$ cat src/rtl/team_06_lcd_sequencer_pkg.sv
// Shared types and constants for the LCD frame sequencer.
//   seq_state_t  : sequencer FSM states
//   EFFECT_CODE  : LCD character code shown for each of the four effects
//   BL/EN/RW/RS  : PCF8574 backpack control bit positions in the low nibble
//   CTRL_EN_HI/LO: low-nibble control patterns with EN raised / dropped
package team_06_lcd_pkg;

  typedef enum logic [2:0] {
    IDLE,
    LOAD,
    ISSUE,
    WAIT_DONE,
    GAP,
    ERROR
  } seq_state_t;

  localparam logic [7:0] EFFECT_CODE [4] = '{8'h20, 8'h2A, 8'h23, 8'h40};

  localparam int BL = 3;
  localparam int EN = 2;
  localparam int RW = 1;
  localparam int RS = 0;

  // Backlight on, data register, write; EN pulsed high then low so the
  // HD44780 latches the nibble on the falling edge.
  localparam logic [3:0] CTRL_EN_HI = (4'b1 << BL) | (4'b1 << EN) | (4'b1 << RS);
  localparam logic [3:0] CTRL_EN_LO = (4'b1 << BL) | (4'b1 << RS);

  localparam logic [2:0] LAST_BYTE = 3'd4;

endpackage

$ cat src/rtl/team_06_lcd_sequencer_if.sv
// Byte-level handshake between the frame sequencer and the I2C byte master.
//   master modport: sequencer side (drives byte requests)
//   slave  modport: I2C byte master side (ready / done / nack)
interface team_06_lcd_sequencer_if;
  logic       tx_valid;
  logic [7:0] tx_data;
  logic       tx_start;
  logic       tx_stop;
  logic       tx_ready;
  logic       tx_done;
  logic       tx_nack;

  modport master (
    output tx_valid, tx_data, tx_start, tx_stop,
    input  tx_ready, tx_done, tx_nack
  );

  modport slave (
    input  tx_valid, tx_data, tx_start, tx_stop,
    output tx_ready, tx_done, tx_nack
  );
endinterface

$ cat src/rtl/team_06_lcd_sequencer_frame_rom.sv
// Combinational frame byte table.
//   byte_idx : position in the 5-byte frame (0..4)
//   code     : character code frozen for this frame
//   tx_data  : byte for that position
//   tx_start : START before this byte (address byte only)
//   tx_stop  : STOP after this byte (last byte only)
module team_06_lcd_frame_rom
  import team_06_lcd_pkg::*;
#(
  parameter logic [6:0] SLAVE_ADDR = 7'h27
) (
  input  logic [2:0] byte_idx,
  input  logic [7:0] code,
  output logic [7:0] tx_data,
  output logic       tx_start,
  output logic       tx_stop
);

  always_comb begin
    tx_data  = '0;
    tx_start = 1'b0;
    tx_stop  = 1'b0;
    case (byte_idx)
      3'd0: begin
        tx_data  = {SLAVE_ADDR, 1'b0};
        tx_start = 1'b1;
      end
      3'd1: tx_data = {code[7:4], CTRL_EN_HI};
      3'd2: tx_data = {code[7:4], CTRL_EN_LO};
      3'd3: tx_data = {code[3:0], CTRL_EN_HI};
      3'd4: begin
        tx_data = {code[3:0], CTRL_EN_LO};
        tx_stop = 1'b1;
      end
      default: ;
    endcase
  end

endmodule

$ cat src/rtl/team_06_lcd_sequencer.sv
// Frame-level LCD sequencer: turns effect changes into 5-byte PCF8574 frames
// for a byte-level I2C master, with coalescing, NACK retry and sticky error.
//   clk, rst_n : clock, async active-low reset
//   effect     : selected effect; any change requests a frame
//   bus        : byte handshake to the I2C master (master modport)
//   busy       : frame in progress (not IDLE / ERROR)
//   err        : sticky retry-exhausted flag, cleared by the next effect change
module team_06_lcd_sequencer
  import team_06_lcd_pkg::*;
#(
  parameter logic [6:0] SLAVE_ADDR = 7'h27,
  parameter int         GAP_CYCLES = 1000,
  parameter int         MAX_RETRY  = 3
) (
  input  logic                         clk,
  input  logic                         rst_n,
  input  logic [1:0]                   effect,
  team_06_lcd_sequencer_if.master      bus,
  output logic                         busy,
  output logic                         err
);

  localparam int RW_W = (MAX_RETRY > 0) ? $clog2(MAX_RETRY + 1) : 1;
  localparam int GW   = $clog2(GAP_CYCLES + 1);

  seq_state_t      state_q, state_d;
  logic [1:0]      effect_q;
  logic            pending_q;
  logic [7:0]      code_q;
  logic [7:0]      frame_q, frame_d;
  logic [2:0]      byte_idx_q, byte_idx_d;
  logic [RW_W-1:0] retry_q, retry_d;
  logic [GW-1:0]   gap_q, gap_d;
  logic            err_q, err_d;
  logic            take_pending;

  logic            tx_valid_q, tx_valid_d;
  logic [7:0]      tx_data_q, tx_data_d;
  logic            tx_start_q, tx_start_d;
  logic            tx_stop_q, tx_stop_d;

  logic [7:0]      rom_data;
  logic            rom_start, rom_stop;

  team_06_lcd_frame_rom #(.SLAVE_ADDR(SLAVE_ADDR)) u_rom (
    .byte_idx (byte_idx_q),
    .code     (frame_q),
    .tx_data  (rom_data),
    .tx_start (rom_start),
    .tx_stop  (rom_stop)
  );

  // Change detect. A change on the same edge the FSM consumes pending wins,
  // so the newer code still gets its own frame later.
  always_ff @(posedge clk or negedge rst_n) begin
    if (!rst_n) begin
      effect_q  <= 2'd0;
      pending_q <= 1'b0;
      code_q    <= 8'h00;
    end else begin
      effect_q <= effect;
      if (effect != effect_q) begin
        pending_q <= 1'b1;
        code_q    <= EFFECT_CODE[effect];
      end else if (take_pending) begin
        pending_q <= 1'b0;
      end
    end
  end

  always_ff @(posedge clk or negedge rst_n) begin
    if (!rst_n) begin
      state_q    <= IDLE;
      frame_q    <= 8'h00;
      byte_idx_q <= 3'd0;
      retry_q    <= '0;
      gap_q      <= '0;
      err_q      <= 1'b0;
      tx_valid_q <= 1'b0;
      tx_data_q  <= 8'h00;
      tx_start_q <= 1'b0;
      tx_stop_q  <= 1'b0;
    end else begin
      state_q    <= state_d;
      frame_q    <= frame_d;
      byte_idx_q <= byte_idx_d;
      retry_q    <= retry_d;
      gap_q      <= gap_d;
      err_q      <= err_d;
      tx_valid_q <= tx_valid_d;
      tx_data_q  <= tx_data_d;
      tx_start_q <= tx_start_d;
      tx_stop_q  <= tx_stop_d;
    end
  end

  always_comb begin
    state_d      = state_q;
    frame_d      = frame_q;
    byte_idx_d   = byte_idx_q;
    retry_d      = retry_q;
    gap_d        = gap_q;
    err_d        = err_q;
    take_pending = 1'b0;
    tx_valid_d   = tx_valid_q;
    tx_data_d    = tx_data_q;
    tx_start_d   = tx_start_q;
    tx_stop_d    = tx_stop_q;

    case (state_q)
      IDLE: begin
        if (pending_q) begin
          take_pending = 1'b1;
          frame_d      = code_q;
          byte_idx_d   = 3'd0;
          state_d      = LOAD;
        end
      end

      LOAD: begin
        tx_valid_d = 1'b1;
        tx_data_d  = rom_data;
        tx_start_d = rom_start;
        tx_stop_d  = rom_stop;
        state_d    = ISSUE;
      end

      ISSUE: begin
        if (tx_valid_q && bus.tx_ready) begin
          tx_valid_d = 1'b0;
          tx_data_d  = 8'h00;
          tx_start_d = 1'b0;
          tx_stop_d  = 1'b0;
          state_d    = WAIT_DONE;
        end
      end

      WAIT_DONE: begin
        if (bus.tx_done) begin
          if (!bus.tx_nack) begin
            if (byte_idx_q < LAST_BYTE) begin
              byte_idx_d = byte_idx_q + 3'd1;
              state_d    = LOAD;
            end else begin
              retry_d = '0;
              gap_d   = '0;
              state_d = GAP;
            end
          end else if (retry_q < RW_W'(MAX_RETRY)) begin
            // The master already sent STOP on the NACK; restart from the address.
            retry_d    = retry_q + RW_W'(1);
            byte_idx_d = 3'd0;
            gap_d      = '0;
            state_d    = GAP;
          end else begin
            err_d   = 1'b1;
            state_d = ERROR;
          end
        end
      end

      GAP: begin
        if (gap_q == GW'(GAP_CYCLES - 1)) begin
          gap_d   = '0;
          // Non-zero retry count means this gap precedes a re-attempt.
          state_d = (retry_q != '0) ? LOAD : IDLE;
        end else begin
          gap_d = gap_q + GW'(1);
        end
      end

      ERROR: begin
        if (pending_q) begin
          take_pending = 1'b1;
          err_d        = 1'b0;
          retry_d      = '0;
          frame_d      = code_q;
          byte_idx_d   = 3'd0;
          state_d      = LOAD;
        end
      end

      default: state_d = IDLE;
    endcase
  end

  assign bus.tx_valid = tx_valid_q;
  assign bus.tx_data  = tx_data_q;
  assign bus.tx_start = tx_start_q;
  assign bus.tx_stop  = tx_stop_q;
  assign busy         = (state_q != IDLE) && (state_q != ERROR);
  assign err          = err_q;

endmodule

$ cat src/flat_wrapper.sv
// flat-port wrapper written by rule: the top's interface ports become plain ports
module team_06_lcd_sequencer_flat import team_06_lcd_pkg::*;
#(
  parameter logic [6:0] SLAVE_ADDR = 7'h27,
  parameter int         GAP_CYCLES = 1000,
  parameter int         MAX_RETRY  = 3
)
  (clk, rst_n, effect, busy, err, bus_tx_valid, bus_tx_data, bus_tx_start, bus_tx_stop, bus_tx_ready, bus_tx_done, bus_tx_nack);
  team_06_lcd_sequencer_if bus_i ();
  input  logic clk;
  input  logic rst_n;
  input  logic [1:0] effect;
  output logic busy;
  output logic err;
  output wire logic [$bits(bus_i.tx_valid)-1:0] bus_tx_valid;
  output wire logic [$bits(bus_i.tx_data)-1:0] bus_tx_data;
  output wire logic [$bits(bus_i.tx_start)-1:0] bus_tx_start;
  output wire logic [$bits(bus_i.tx_stop)-1:0] bus_tx_stop;
  input wire logic [$bits(bus_i.tx_ready)-1:0] bus_tx_ready;
  input wire logic [$bits(bus_i.tx_done)-1:0] bus_tx_done;
  input wire logic [$bits(bus_i.tx_nack)-1:0] bus_tx_nack;
  assign bus_tx_valid = bus_i.tx_valid;
  assign bus_tx_data = bus_i.tx_data;
  assign bus_tx_start = bus_i.tx_start;
  assign bus_tx_stop = bus_i.tx_stop;
  assign bus_i.tx_ready = bus_tx_ready;
  assign bus_i.tx_done = bus_tx_done;
  assign bus_i.tx_nack = bus_tx_nack;
  team_06_lcd_sequencer #(.SLAVE_ADDR(SLAVE_ADDR), .GAP_CYCLES(GAP_CYCLES), .MAX_RETRY(MAX_RETRY)) u_core (.clk(clk), .rst_n(rst_n), .effect(effect), .bus(bus_i), .busy(busy), .err(err));
endmodule
$ cat config.mk
export PLATFORM = sky130hd
export DESIGN_NAME = team_06_lcd_sequencer_flat
export DESIGN_NICKNAME = d
export VERILOG_FILES = /design/src/rtl/team_06_lcd_sequencer_pkg.sv /design/src/rtl/team_06_lcd_sequencer_if.sv /design/src/rtl/team_06_lcd_sequencer_frame_rom.sv /design/src/rtl/team_06_lcd_sequencer.sv /design/src/flat_wrapper.sv
export SDC_FILE = /design/constraint.sdc
export NUM_CORES = 1
export LEC_CHECK = 0
export ABC_AREA = 1
export ABC_CLOCK_PERIOD_IN_PS = 3600
export BUFFER_PORTS_ARGS = -buffer_cell sky130_fd_sc_hd__buf_2
export CAP_MARGIN = 20
export CORE_UTILIZATION = 50
export DETAILED_ROUTE_END_ITERATION = 6
export PLACE_DENSITY_LB_ADDON = 0.2
export RECOVER_POWER = 50
export SLEW_MARGIN = 10
export SYNTH_ARGS = -nofsm -noshare
export SYNTH_HDL_FRONTEND = slang
export SYNTH_SLANG_ARGS = --single-unit
$ cat constraint.sdc
create_clock -name clk -period 3.6 [get_ports clk]
set_input_delay 0.54 -clock clk [delete_from_list [all_inputs] [get_ports clk]]
set_output_delay 0.54 -clock clk [all_outputs]
set_load 0.02 [all_outputs]
Yosys cells after proc, flatten, opt, wreduce, memory -nomap -nowiden
Index checks and enable logic that the tools add are counted.

word-level totals
  word-level logic and storage cells = 109
  bits in registers = 49
  output and inout bits = 13
  input port bits = 7

operators by class
  magnitude comparators = 3
  reduce and logical (&&, ||, !) cells = 19
  mux-type cells = 48
  equal/unequal tests = 22
  add/subtract/negate cells = 3
  bitwise gates (word level) = 1

operators with widths
  operator               count
  $mux 10                5
  $pmux 8 s5             1
  $mux 3                 11
  $mux 8                 3
  $pmux 10 s2            1
  $bmux 8 s2             1
  $pmux 8 s2             1
  $pmux 3 s5             1
  $reduce_and 5->1       3
  $mux 1                 13
  $eq 3x2->1 const B     4
  $reduce_bool 2->1      6
  $add 10x1->10 const B  1
  $eq 10x10->1 const B   1
  $mux 2                 5
  $eq 3x3->1 const B     3
  $ne 2x1->1 const B     4
  $pmux 1 s2             4
  $reduce_and 4->1       2
  $eq 3x1->1 const B     2
  $logic_not 3->1        2
  $ne 2x2->1 const B     3
  $ne 3x2->1 const B     2
  $ne 3x3->1 const B     2
  13 further kinds       15

Depth between registers and ports, before layout
Gate-level depths: netlist (run 1).

  depth in word-level cells = 5
  mapped depth = 8
  depth with buffers taken out = 8

Modules after synthesis
From an unflattened synthesis (run 1), not the netlist that was laid out.

second synthesis, totals
  cells, all modules = 307
  area, all modules = 2357.3 µm²

by module, submodules not included
  module                 area an instance (µm²)  cells each  instances  seq. area each (µm²)
  team_06_lcd_sequencer  2228.4                  277         1          1076.0
  team_06_lcd_frame_rom  128.9                   30          1          0.0

Worst setup path after synthesis (run 1)
Ideal clock, no wire load.

  path kind = register to output
  start point = register u_core.state_q[1]
  end point = output port busy
  required time = 3060 ps
  cell stages (with the launch flop) = 6
  path slack = 2117 ps
  path buffers = 1
  arrival = 943 ps
  path through = dfrtp_1 inv_1 nand3_2 nand2_2 buf_6 inv_1

on the way
  word-level cells in the longest chain between the ends = 2
  elaborated cells between the ends (all ways) = 3
  classes of those cells = eq/ne (1); reduce/logical (2)

RTL lines
  element                                                 RTL line                      source
  start, declared                                         team_06_lcd_sequencer.sv:26   seq_state_t state_q, state_d;
  start signal, assigned                                  team_06_lcd_sequencer.sv:84   state_q <= state_d;
  $ne 3x3->1 / $reduce_bool 3->1 (equally long branches)  team_06_lcd_sequencer.sv:191  assign busy = (state_q != IDLE) && (state_q != ERROR);
  $logic_and 1x1->1 *                                     team_06_lcd_sequencer.sv:191
  end, declared                                           flat_wrapper.sv:13            output logic busy;

Mark *: on every way between the ends. The rest lies on a longest branch, timed or not.

==> qor.txt, run 1 <==
ys async rst share = 1.00
EDFF count, synth = 0
top-count cell post-synth = nand2_1
Synth Area per Inst = 7.90 um2
Crit. path cell count = 1
CP arrival = 2.13 ns
H-tree depth = 2
hpwl dp = 3150 um
routed wire length = 4270 um
total die area = 4860 um2
CTS max path bufs = 2
Antenna Nets Post-Route = 0
Crit. End Element = async pin
die height = 69.7 um
Synth cell types = 27
drc violations = 0
Leak = 1.30 nW
detail-routed via count per cell = 5.07
max-cap check violation count = 1
IO Pins = 20
Final Non-Filler Cells = 365
DR iter-0 viols = 113
register area share after synthesis = 0.459
violated checks = max-capacitance violations, max-slew violations
Area growth syn-to-layout = 9.33%
CP delay by family, top = buffers and inverters
Worst setup endpoint = u_core.byte_idx_q[1]
crit path launch type = input pin
Rel. slew slack = -0.495
outcome = complete, but fails checks
DR pass1 iterations = 4
final net count = 331
initial core utilization = 0.523
Hold Vio Cnt, Final = 0
cell breakdown of the critical path = clkbuf_1
post-cts sizing count = 0
Slew Viols, Final = 43
worst reg-to-reg path cell count = 7
antenna cells = 0
clk_lat worst skew = 0.30 ns
Pwr Total = 0.00190 W
Synth top area share = 0.459
cell area after synthesis = 2290 um2
WL per Instance = 11.7 um
Area contributors post-synth = dfrtp_1 (46%), nand2_1 (15%), o21ai_0 (6.8%)
worst stage delay on the critical path = 1.57 ns
vias in the first global route = 1698
post-route setup TNS = 0 ns
largest net degree at the start of global routing = 43
Critical-path top delay cell = clkbuf_1
CTS root buf = clkbuf_8
unrepaired setup endpoints after global routing = false
CTS tree = built
crit path from = rst_n
Final Util = 0.572
CTS sink count = 42
pwr dens = 756 nW/um2
Synth area leader = dfrtp_1
layout cells sized above 1 = 0.118
Worst R2R End = u_core.byte_idx_q[1]
Worst Path Max Fanout = 42
Worst Path Buf+Inv = 1
achievable clock frequency = 459 MHz
Hold WC Path Type = flip-flop to flip-flop
worst r2r src = u_core.state_q[1]
first-pass GRT wire length = 7520 um
flop-to-flop setup slack = 2.06 ns
placed insts = 357
Synth Net Count = 309
Post-synth top cells = nand2_1 (91), dfrtp_1 (42), inv_1 (37)
Yosys reg bits = 42
Setup Skew = 0.0101 ns
Mapped Cells = 290
grt total ovfl = 0
Yosys warning total = 0
FP Rows = 24
min Tclk post-route = 2.18 ns
IO buf count = 19
core area = 4380 um2
kind of critical path = input pin to async pin
Clk pin slew, worst setup/hold paths = 0.09 ns
Via Count = 1851
RePlAce Congestion = 0.913
Most used DFF post-synth = dfrtp_1
worst vdd ir = 0.401 mV
fin crit share = 0.605
initial antenna violation count = 0
setup violators final = 0
Die Wd = 69.7 um
Worst Max-Slew Pin Slew = 2.24 ns
Hold Slack = 0.471 ns
Post-CTS Setup Bufs = 0
hold_buf cts = 0
CP required = 3.55 ns
aggregate global-route resource usage = 0.196
total CTS buffers = 5
cell usage in the layout (no fill, tap or decap), drive strengths merged, types with 5 or more instances in the layout:
cell type / instances
nor2: 17
dfrtp: 42
a21oi: 6
ha: 12
inv: 39
o21ai: 34
nand2: 94
nand3: 27
buf: 16
clkbuf: 8
nand4: 5
state kept, by name, indices dropped and copies added, names as in the netlist:
signal / count
u_core.pending_q: 1
u_core.effect_q: 2
u_core.bus.tx_valid: 1
u_core.bus.tx_data: 8
u_core.gap_q: 10
u_core.state_q: 3
u_core.code_q: 5
u_core.byte_idx_q: 3
u_core.retry_q: 2
u_core.err: 1
u_core.bus.tx_stop: 1
u_core.frame_q: 5
per-stage QoR:
stage | cell area [um2] | worst slack [ns]
final | 2510 | 1.42
after CTS | 2510 | 1.60
after global routing | 2510 | 0.969
after detailed placement | 2420 | 1.93
after floorplan | 2290 | 2.12
after global placement | 2420 | 1.97
routing by layer:
metal,part of all wire,global-route usage,vias up
met2,0.43,0.292,37
met3,0.039,0.0349,7
met1,0.52,0.278,830
li1,-,-,977
met4,0.016,0.0911,0
met5,0,0,-
worst min-delay path by stage:
stage                                  to  cells after the start  slack, ns             startpoint
finish              u_core.bus.tx_data[3]                      2       0.47  u_core.bus.tx_data[3]
global route           u_core.effect_q[0]                      1       0.48              effect[0]
CTS                 u_core.bus.tx_data[3]                      1       0.40                  rst_n
detailed placement  u_core.bus.tx_data[3]                      2       0.45  u_core.bus.tx_data[3]
global placement    u_core.bus.tx_data[3]                      2       0.45  u_core.bus.tx_data[3]
floorplan           u_core.bus.tx_data[0]                      0       0.24                  rst_n
cell type report:
cell class                      count  area [um2]
Timing Repair Buffer               19        91.3
Fill cell                         394        1880
Sequential cell                    42        1050
Clock inverter                      3        25.0
Tap cell                           52        65.1
Clock buffer                        5        68.8
Multi-Input combinational cell    206        1060
Inverter                           38         143
logic make-up (layout without fill, tap and decap cells):
| logic type | count (synthesis) | after routing | share of synthesized area |
|---|---|---|---|
| AOI/OAI and AO/OA | 45 | 45 | 0.114 |
| and+or+nand+nor | 146 | 146 | 0.275 |
| buffers and inverters | 42 | 65 | 0.0759 |
| DFF | 42 | 42 | 0.459 |
| xor gates and xnor gates | 3 | 3 | 0.0115 |
| adders and majority gates | 12 | 12 | 0.0655 |
power by group:
| part | total, W | switching, W | internal, W | leakage, nW |
|---|---|---|---|---|
| Combinational | 0.000797 | 0.000528 | 0.000269 | 0.711 |
| Sequential | 0.000783 | 0.000152 | 0.000631 | 0.541 |
| Clock | 0.000315 | 0.000175 | 0.000140 | 0.0447 |
(Power assumes the default switching activity.)
==> run 2, diff against run 1 <==
Settings changed: ABC_CLOCK_PERIOD_IN_PS 3600 to 2100.
Clock period 3.6 ns to 2.1 ns, I/O delays scaled along.
==> qor.txt, run 2 (synthesis results as in run 1) <==
outcome = finished clean
worst reg-to-reg path cell count = 6
leading cell type in the layout, fill and taps excluded = nand2_1
flop-to-flop setup slack = 0.59 ns
antenna cells = 0
CTS max path bufs = 2
achievable clock frequency = 559 MHz
Die Wd = 69.7 um
FP Rows = 24
Via Count = 1860
multi-input logic area = 1070 um2
kind of critical path = flip-flop to primary output
hpwl dp = 3140 um
Leak = 1.30 nW
CTS sink count = 42
final net count = 332
unrepaired setup endpoints after global routing = false
Top reg by flops = u_core.gap_q
min Tclk post-route = 1.79 ns
cell breakdown of the critical path = inv_1 -> nand3_2 -> nand2_2 -> inv_1 -> buf_2
most frequent cells in the layout = nand2_1 (91), dfrtp_1 (42), inv_1 (37)
core area = 4380 um2
register area = 1050 um2
fill cell total of the finished layout = 407
DR iter-0 viols = 157
post-route setup TNS = 0 ns
drc violations = 0
Worst Max-Slew Pin Slew = 1.01 ns
total CTS buffers = 5
setup violators final = 0
Slew Viols, Final = 0
CTS tree = built
WL per Instance = 11.7 um
CTS root buf = clkbuf_8
RePlAce Congestion = 0.865
fin crit share = 0.852
worst hold path stage count = 1
Worst R2R End = u_core.gap_q[7]
max-cap check violation count = 0
worst r2r src = u_core.state_q[0]
pwr dens = 1280 nW/um2
grt total ovfl = 0
crit path launch type = flip-flop
Worst Path Max Fanout = 11
CP arrival = 1.47 ns
hold_buf cts = 0
Clk pin slew, worst setup/hold paths = 0.07 ns
Hold Path Sink = u_core.effect_q[1]
Hold Vio Cnt, Final = 0
total die area = 4860 um2
H-tree depth = 2
first-pass GRT wire length = 7530 um
routed wire length = 4260 um
aggregate global-route resource usage = 0.195
CP required = 1.78 ns
DR pass1 iterations = 4
worst stage delay on the critical path = 0.46 ns
layout cells sized above 1 = 0.125
clk_lat worst skew = 0.29 ns
initial core utilization = 0.523
worst vdd ir = 0.708 mV
min-delay src = effect[1]
initial antenna violation count = 0
Final Util = 0.571
vias in the first global route = 1678
IO Pins = 20
detail-routed via count per cell = 5.10
IO buf count = 19
Largest register FFs = 10
Setup Skew = 0.00520 ns
die height = 69.7 um
largest net degree at the start of global routing = 43
Post-CTS Setup Bufs = 0
Critical-path top delay cell = dfrtp_1
post-cts sizing count = 0
Crit. End Element = primary output
Rel. slew slack = 0.324
CP most frequent cell = inv_1
Antenna Nets Post-Route = 0
Area growth syn-to-layout = 9.17%
Hold WC Path Type = input pin to flip-flop
run 2: final cells by class:
cell class / instances / area share
multi-input combinational: 206 / 0.426
sequential: 42 / 0.420
inverter: 38 / 0.0570
timing repair buffer: 20 / 0.0390
clock buffer: 5 / 0.0275
tap: 52 / 0.0260
clock inverter: 2 / 0.00400
run 2: worst max path at each step:
stage	start	to	slack [ns]
final	u_core.state_q[1]	busy	0.31
after global routing	u_core.state_q[1]	busy	0.19
after CTS	u_core.state_q[1]	busy	0.32
after detailed placement	u_core.gap_q[0]	u_core.state_q[1]	0.59
after global placement	u_core.gap_q[0]	u_core.state_q[1]	0.62
after floorplan	u_core.byte_idx_q[0]	u_core.bus.tx_data[5]	0.81
run 2: power breakdown:
| group | internal, W | switching [W] | total, W |
|---|---|---|---|
| Clock | 0.000223 | 0.000259 | 0.000482 |
| Combinational | 0.000462 | 0.000908 | 0.00137 |
| Sequential | 0.00108 | 0.000267 | 0.00135 |
run 2: worst max-delay path, delay by kind of cell, from the launching register on:
family / cells / cell delay, ns
and+or+nand+nor: 2 / 0.39
buffers and inverters: 3 / 0.34
DFF: 1 / 0.46
run 2: per-stage QoR:
stage	power, W	std cells	setup slack [ns]	hold slack, ns	cell area, um2
4_1_cts	0.00324	365	0.316	0.103	2510
5_1_grt	0.00352	365	0.188	0.245	2500
6_report	0.00320	365	0.310	0.250	2500
3_5_place_dp	0.00274	358	0.594	0.420	2430
2_1_floorplan	0.00242	290	0.814	0.0194	2290
3_3_place_gp	0.00272	358	0.619	0.421	2430
run 2: layer usage:
layer  part of all wire  global-route usage  wire length, um
met5                  0                   0                0
met4             0.0089              0.0533               38
met3              0.047              0.0436              202
met2               0.41               0.282             1740
met1               0.53               0.296             2280
==> run 3, diff against run 2 <==
Settings changed: CTS_BUF_LIST set to sky130_fd_sc_hd__clkbuf_4 sky130_fd_sc_hd__clkbuf_8, PLACE_DENSITY set to 0.75, PLACE_DENSITY_LB_ADDON 0.2 to not set.
==> qor.txt, run 3 (synthesis results as in run 1) <==
Top reg by flops = u_core.gap_q
flop-to-flop setup slack = 0.61 ns
DR top layer = met4
placed insts = 358
achievable clock frequency = 555 MHz
Crit. End Element = primary output
FP Rows = 24
Met3 Routed Length = 180 um
detail-routed via count per cell = 5.11
die height = 69.7 um
clock power share = 0.191
cell breakdown of the critical path = inv_1 -> nand3_2 -> nand2_2 -> inv_1 -> buf_2
DR pass1 iterations = 4
Setup Skew = 0.00711 ns
kind of critical path = flip-flop to primary output
Critical-path top delay cell = dfrtp_1
Post-CTS Setup Bufs = 0
Final Util = 0.579
Largest register FFs = 10
Worst Max-Slew Pin Slew = 1.05 ns
Rel. slew slack = 0.297
antenna cells = 0
CP arrival = 1.49 ns
Pwr Total = 0.00338 W
Clk pin slew, worst setup/hold paths = 0.08 ns
leading cell type in the layout, fill and taps excluded = nand2_1
CTS tree = built
IO buf count = 19
max-cap check violation count = 0
H-tree depth = 2
CP required = 1.78 ns
aggregate global-route resource usage = 0.198
DR iter-0 viols = 101
total CTS buffers = 5
Hold WC Path Type = input pin to flip-flop
post-cts sizing count = 0
unrepaired setup endpoints after global routing = false
hold_buf cts = 0
sequential share of power = 0.400
CP most frequent cell = inv_1
drc violations = 0
CTS sink count = 42
RePlAce Congestion = 0.842
Via Count = 1872
Die Wd = 69.7 um
CTS root buf = clkbuf_8
Int Pwr = 0.00191 W
post-route cell area = 2540 um2
Hold Vio Cnt, Final = 0
core area = 4380 um2
crit path launch type = flip-flop
IO Pins = 20
Slew Viols, Final = 0
Worst Path Max Fanout = 11
Leak = 1.31 nW
pwr dens = 1330 nW/um2
worst stage delay on the critical path = 0.46 ns
met2 wire len = 1860 um
most frequent cells in the layout = nand2_1 (91), dfrtp_1 (42), inv_1 (37)
logic gate share of total power = 0.408
fin crit share = 0.858
post-route setup TNS = 0 ns
net switching power = 0.00147 W
Placed Area = 2430 um2
Antenna Nets Post-Route = 0
Final Non-Filler Cells = 366
initial core utilization = 0.523
first-pass GRT wire length = 7700 um
sw frac = 0.434
min Tclk post-route = 1.80 ns
grt total ovfl = 0
initial antenna violation count = 0
Area growth syn-to-layout = 10.7%
routed wire length = 4360 um
WL per Instance = 11.9 um
CTS max path bufs = 2
outcome = finished clean
CP delay by family, top = flip-flops
worst vdd ir = 0.802 mV
vias in the first global route = 1739
Worst Path Buf+Inv = 3
DRT met1 WL = 2240 um
largest net degree at the start of global routing = 43
hpwl dp = 3230 um
clk_lat worst skew = 0.30 ns
layout cells sized above 1 = 0.127
total die area = 4860 um2
setup violators final = 0
final net count = 332
-- run 3: per-stage QoR --
stage	hold slack [ns]	setup slack [ns]
floorplan	0.0194	0.814
global placement	0.418	0.641
detailed placement	0.417	0.599
CTS	0.0892	0.291
global route	0.277	0.183
finish	0.254	0.299
-- run 3: final timing paths --
| path | from | to | cells after the start |
|---|---|---|---|
| worst max-delay path | u_core.state_q[1] | busy | 5 |
| worst min-delay path | effect[0] | u_core.effect_q[0] | 1 |
| worst max register to register | u_core.state_q[0] | u_core.gap_q[0] | 6 |
| worst min register to register | u_core.bus.tx_data[3] | u_core.bus.tx_data[3] | 2 |
| max in group asynchronous | rst_n | u_core.gap_q[9] | 2 |
| min in group asynchronous | rst_n | u_core.bus.tx_data[7] | 2 |
-- run 3: area by class of cell --
cell class	count	area, um2
Clock buffer	6	76.3
Clock inverter	2	37.5
Fill cell	416	1850
Inverter	38	143
Multi-Input combinational cell	206	1070
Sequential cell	42	1050
Tap cell	52	65.1
Timing Repair Buffer	20	97.6
-- run 3: power groups by stage --
stage                     Sequential [W]  Clock [W]  Combinational [W]
after detailed placement         0.00137          0            0.00139
after CTS                        0.00135   0.000661            0.00140
after floorplan                  0.00140          0            0.00101
after global placement           0.00136          0            0.00135
final                            0.00135   0.000646            0.00138
after global routing             0.00140   0.000686            0.00158
-- run 3: worst register-to-register path: stages (launching register included) --
cell and delay [ns]:
dfrtp_1 0.50, nor2_2 0.08, nand2_2 0.16, inv_2 0.10, o21ai_2 0.39, nand2_1 0.09
o21ai_1 0.10
-- run 3: routing by layer --
layer,up-vias,GRT usage
li1,973,-
met1,852,0.286
met2,40,0.294
met3,7,0.0407
met4,0,0.0756
met5,-,0
